**src/rtl/mem_resp_pkg.sv**
```systemverilog
// Shared defaults for the memory responder and its read-return delay line.
package mem_resp_pkg;

  localparam int unsigned MR_ADDR_W = 8;
  localparam int unsigned MR_DATA_W = 8;
  localparam int unsigned MR_DEPTH  = 200;
  localparam int unsigned MR_RD_LAT = 2;

  // Returned for out-of-range reads; truncated to the data width at use.
  localparam int unsigned             MR_FILL_W   = 64;
  localparam logic [MR_FILL_W-1:0]    MR_OOR_FILL = '1;

endpackage

```
**src/rtl/mem_resp_pipe.sv**
```systemverilog
// Read-return delay line: RD_LAT registered stages carrying {valid, err, data}.
// Payload only advances with a valid beat, so the last stage holds the last returned word.
module mem_resp_pipe #(
  parameter int unsigned W      = 8,
  parameter int unsigned RD_LAT = 2
) (
  input  logic         clk,
  input  logic         rst_n,
  input  logic         i_valid,
  input  logic         i_err,
  input  logic [W-1:0] i_data,
  input  logic         i_side_err,
  output logic         o_valid,
  output logic         o_err,
  output logic [W-1:0] o_data
);

  logic [RD_LAT-1:0]        r_valid;
  logic [RD_LAT-1:0]        r_err;
  logic [RD_LAT-1:0][W-1:0] r_data;

  logic [RD_LAT:0]          w_valid;
  logic [RD_LAT:0]          w_err;
  logic [RD_LAT:0][W-1:0]   w_data;
  logic [RD_LAT-1:0]        w_err_nxt;

  assign w_valid = {r_valid, i_valid};
  assign w_err   = {r_err, i_err};
  assign w_data  = {r_data, i_data};

  // err is a pulse: only valid beats carry it; write errors land directly in the last stage.
  assign w_err_nxt = (w_valid[RD_LAT-1:0] & w_err[RD_LAT-1:0]) |
                     (RD_LAT'(i_side_err) << (RD_LAT - 1));

  always_ff @(posedge clk or negedge rst_n) begin
    if (!rst_n) begin
      r_valid <= '0;
      r_err   <= '0;
      r_data  <= '0;
    end else begin
      r_valid <= w_valid[RD_LAT-1:0];
      r_err   <= w_err_nxt;
      for (int unsigned s = 0; s < RD_LAT; s++) begin
        if (w_valid[s]) r_data[s] <= w_data[s];
      end
    end
  end

  assign o_valid = r_valid[RD_LAT-1];
  assign o_err   = r_err[RD_LAT-1];
  assign o_data  = r_data[RD_LAT-1];

endmodule

```
**src/rtl/mem_responder.sv**
```systemverilog
// Single-port flop-array memory answering one request per cycle, reads returned after RD_LAT.
module mem_responder
  import mem_resp_pkg::*;
#(
  parameter int unsigned ADDR_W = MR_ADDR_W,
  parameter int unsigned DATA_W = MR_DATA_W,
  parameter int unsigned DEPTH  = MR_DEPTH,
  parameter int unsigned RD_LAT = MR_RD_LAT
) (
  input  logic              clk,
  input  logic              rst_n,
  input  logic              enable,
  input  logic              read,
  input  logic [ADDR_W-1:0] addr,
  input  logic [DATA_W-1:0] wdata,
  output logic [DATA_W-1:0] data,
  output logic              data_valid,
  output logic              err
);

  localparam int unsigned       IDX_W = (DEPTH > 1) ? $clog2(DEPTH) : 1;
  localparam logic [DATA_W-1:0] FILL  = DATA_W'(MR_OOR_FILL);

  logic [DATA_W-1:0] r_mem [DEPTH];

  logic              w_in_range;
  logic [IDX_W-1:0]  w_idx;
  logic              w_wr_en;
  logic              w_rd_req;
  logic              w_wr_oor;
  logic [DATA_W-1:0] w_rd_data;

  assign w_in_range = 32'(addr) < DEPTH;
  assign w_idx      = IDX_W'(addr);
  assign w_wr_en    = enable & ~read & w_in_range;
  assign w_rd_req   = enable & read;
  assign w_wr_oor   = enable & ~read & ~w_in_range;
  // Read sees the array after any write of the previous edge, so no bypass is needed.
  assign w_rd_data  = w_in_range ? r_mem[w_idx] : FILL;

  always_ff @(posedge clk or negedge rst_n) begin
    if (!rst_n) begin
      for (int unsigned i = 0; i < DEPTH; i++) r_mem[i] <= '0;
    end else if (w_wr_en) begin
      r_mem[w_idx] <= wdata;
    end
  end

  mem_resp_pipe #(
    .W      (DATA_W),
    .RD_LAT (RD_LAT)
  ) u_pipe (
    .clk        (clk),
    .rst_n      (rst_n),
    .i_valid    (w_rd_req),
    .i_err      (~w_in_range),
    .i_data     (w_rd_data),
    .i_side_err (w_wr_oor),
    .o_valid    (data_valid),
    .o_err      (err),
    .o_data     (data)
  );

endmodule

```
**config.mk**
```make
export PLATFORM = sky130hd
export DESIGN_NAME = mem_responder
export DESIGN_NICKNAME = d
export VERILOG_FILES = /design/src/rtl/mem_resp_pkg.sv /design/src/rtl/mem_resp_pipe.sv /design/src/rtl/mem_responder.sv
export SDC_FILE = /design/constraint.sdc
export NUM_CORES = 2
export LEC_CHECK = 0
export CELL_PAD_IN_SITES_DETAIL_PLACEMENT = 1
export CELL_PAD_IN_SITES_GLOBAL_PLACEMENT = 1
export CORE_ASPECT_RATIO = 0.75
export CORE_MARGIN = 2
export CORE_UTILIZATION = 45
export CTS_BUF_LIST = sky130_fd_sc_hd__clkbuf_8
export CTS_CLUSTER_DIAMETER = 100
export CTS_CLUSTER_SIZE = 12
export DETAILED_ROUTE_END_ITERATION = 10
export GPL_ROUTABILITY_DRIVEN = 0
export PLACE_DENSITY = 0.68
export SLEW_MARGIN = 25
export SYNTH_ARGS = -nofsm -noshare
export SYNTH_HDL_FRONTEND = slang
export SYNTH_SLANG_ARGS = --single-unit
```
**constraint.sdc**
```tcl
create_clock -name clk -period 2.6 [get_ports clk]
set_clock_uncertainty 0.15 [all_clocks]
set_input_delay 0.52 -clock clk [delete_from_list [all_inputs] [get_ports clk]]
set_output_delay 0.52 -clock clk [all_outputs]
set_load 0.005 [all_outputs]
```
==> out/results.tsv <==
metric	value	unit
synthMuxAreaShare	0.384	
final_layout_size_suffix_gt1_frac	0.567	
drv_slew	0	
cts_buffers	152	
die_h	356	um
synth_warnings	0	
drc	0	
endpoint_kind	flop	
layout.nets	5197	
cts_tree	built	
final_common_cell	dfrtp_1	
grt_pass1_wl	326	mm
avgSynthCellArea	15.8	um^2
ant_nets	0	
rsz0062_at_grt	no	
rows	129	
die_w	473	um
wl	214	mm
cp.required	3.26	ns
antenna_found_initial	5	
ys_seq_area_frac	0.546	
synth_compound_area_frac	0.0174	
finalCritPeriodShare	0.989	
status	completed	
synthDistinctLibCells	61	
place_area	82700	um^2
clockBufferDepth	3	
most-common-layout-cells	1,620 x dfrtp_1, 1,542 x mux2_2, 484 x buf_4	
critPathSlowestCell	mux4_2	
synth_top_family_by_area	multiplexers	
critPathMaxStageDelay	0.51	ns
htree_levels	4	
hold_path_class	in2reg	
stdcell_count	7352	
stdcell_area	85100	um^2
crit_type	reg2reg	
cts_setup_buffers	0	
via_per_inst	5.98	
core	164000	um^2
detail_route.wl_per_cell	29.1	um
setup_violations	0	
p_leak	41.5	nW
grt_start_max_net_pins	114	
synth_fp_nets	4707	
area_delta_synth_final	14.7	%
dr.pass1.iters	5	
syn-instance-count	4687	
max_freq	389	MHz
overflow	0	
dp_hpwl	150	mm
cts_sinks	1620	
crit_chain	mux4_2 > mux2i_1 > o22ai_1 > nor4b_2 > o311a_1 > a211oi_1	
dp_cells	7174	
finalHoldViolCount	0	
synth-xor-area-share	0	
synth_area	74200	um^2
worstMarginPinSlew	0.851	ns
async_reset_ff_frac	1.00	
grt_pass1_vias	47600	
start_util	0.452	
ys_ff_latch	1620	
crit_fanout	2	
hold_slack	0.0921	ns
cp_data_arrival_time	3.23	ns
peakVddDrop	487	uV
synthAdderAreaFrac	0	
relSlewSlack	0.433	
num_vias	44000	
p_per_area	521	nW/um^2
synth_ff_type	dfrtp_1	
synthSimpleGateAreaFrac	0.0280	
setup.worst_path.start_class	flop	
cap_violations	0	
globalRouteTotalUtil	0.260	
cts_root_buf	clkbuf_8	
io_pins	30	
worstSkewPairLatency	0.97	ns
synth_edf_count	0	
clkTransAtPathRegs	0.09	ns
dieArea	168000	um^2
port_buffers	29	
drt-initial-drc-count	3158	
fin_crit	2.57	ns
critical path, delay by kind of cell, from the launching register on:
| family | cells | cell delay (ns) |
|---|---|---|
| compound gates | 3 | 0.64 |
| flops | 1 | 0.40 |
| mux | 2 | 0.74 |
| simple gates | 1 | 0.50 |
what timing repair did:
action | CTS | global route
setup endpoints to repair | 7 | 2
resized for setup | 10 | 2
hold endpoints to repair | 1644 | 0
pin swaps | 0 | 0
hold buffers | 10 | 0
routing by layer:
metal | GRT usage | vias to the layer above | share of wire
met5 | 0 | - | 0
met4 | 0.0665 | 0 | 0.023
met3 | 0.0467 | 255 | 0.050
met2 | 0.390 | 903 | 0.45
met1 | 0.392 | 24400 | 0.48
li1 | - | 18400 | -
cell type report:
type                            instances  area (um^2)
Antenna cell                            1         2.50
Clock buffer                          152         2090
Clock inverter                         15          170
Fill cell                           15400        79200
Inverter                                6         27.5
Multi-Input combinational cell       2700        32000
Sequential cell                      1620        40500
Tap cell                             2161         2700
Timing Repair Buffer                  697         7550
logic make-up after synthesis:
family	count (synthesis)
buf+inv	367
flops	1620
compound gates	177
mux	2141
simple gates	382
where the power goes:
group	internal [mW]	leakage [nW]	switching (mW)
combinational	1.74	17.8	2.33
sequential	25.8	22.5	0.328
clock	5.35	1.16	8.85
total	32.9	41.5	11.5
synthesized netlist by cell type (all sizes together), types with 8 or more instances:
cell	count	share of area
nand2b	9	0.00079
o211ai	11	0.0011
clkbuf	205	0.010
nand3	15	0.0011
dfrtp	1620	0.55
nand2	206	0.013
o22ai	22	0.0019
nor2b	17	0.0014
buf	156	0.013
mux2	1622	0.25
a22oi	33	0.0033
mux2i	116	0.016
a311oi	8	0.00094
and3	8	0.00067
nor2	90	0.0064
o21ai	23	0.0016
a221oi	15	0.0018
nor3	15	0.0018
mux4	403	0.12
a211oi	14	0.0014
a21oi	17	0.0011
path summary, 6_finish.rpt:
kind | startpoint | endpoint | slack [ns] | cells after the start
max in group asynchronous | rst_n | r_mem[895] | 1.34 | 4
max | r_mem[1412] | u_pipe.r_data[4] | 0.03 | 6
min reg2reg | r_mem[537] | r_mem[537] | 0.35 | 1
min | wdata[7] | r_mem[207] | 0.09 | 2
min in group asynchronous | rst_n | r_mem[144] | 0.21 | 3
max reg2reg | r_mem[1412] | u_pipe.r_data[4] | 0.03 | 6
state kept, by name, summed over array words and instances (netlist names):
signal	flops
r_mem	1600
u_pipe.o_data	8
u_pipe.r_data	8
u_pipe.r_err	2
u_pipe.r_valid	2
through the flow:
stage | setup WS (ns) | utilization | TNS, ns | power, mW
5_1_grt | 0.0108 | 0.518 | 0 | 46.2
3_3_place_gp | -1.25 | 0.503 | -879.93 | 30.6
4_1_cts | 0.00503 | 0.518 | 0 | 44.9
6_report | 0.0282 | 0.518 | 0 | 44.4
3_5_place_dp | -1.29 | 0.503 | -904.73 | 30.7
2_1_floorplan | -0.0624 | - | -3.35 | 28.5
(Power assumes the default switching activity.)
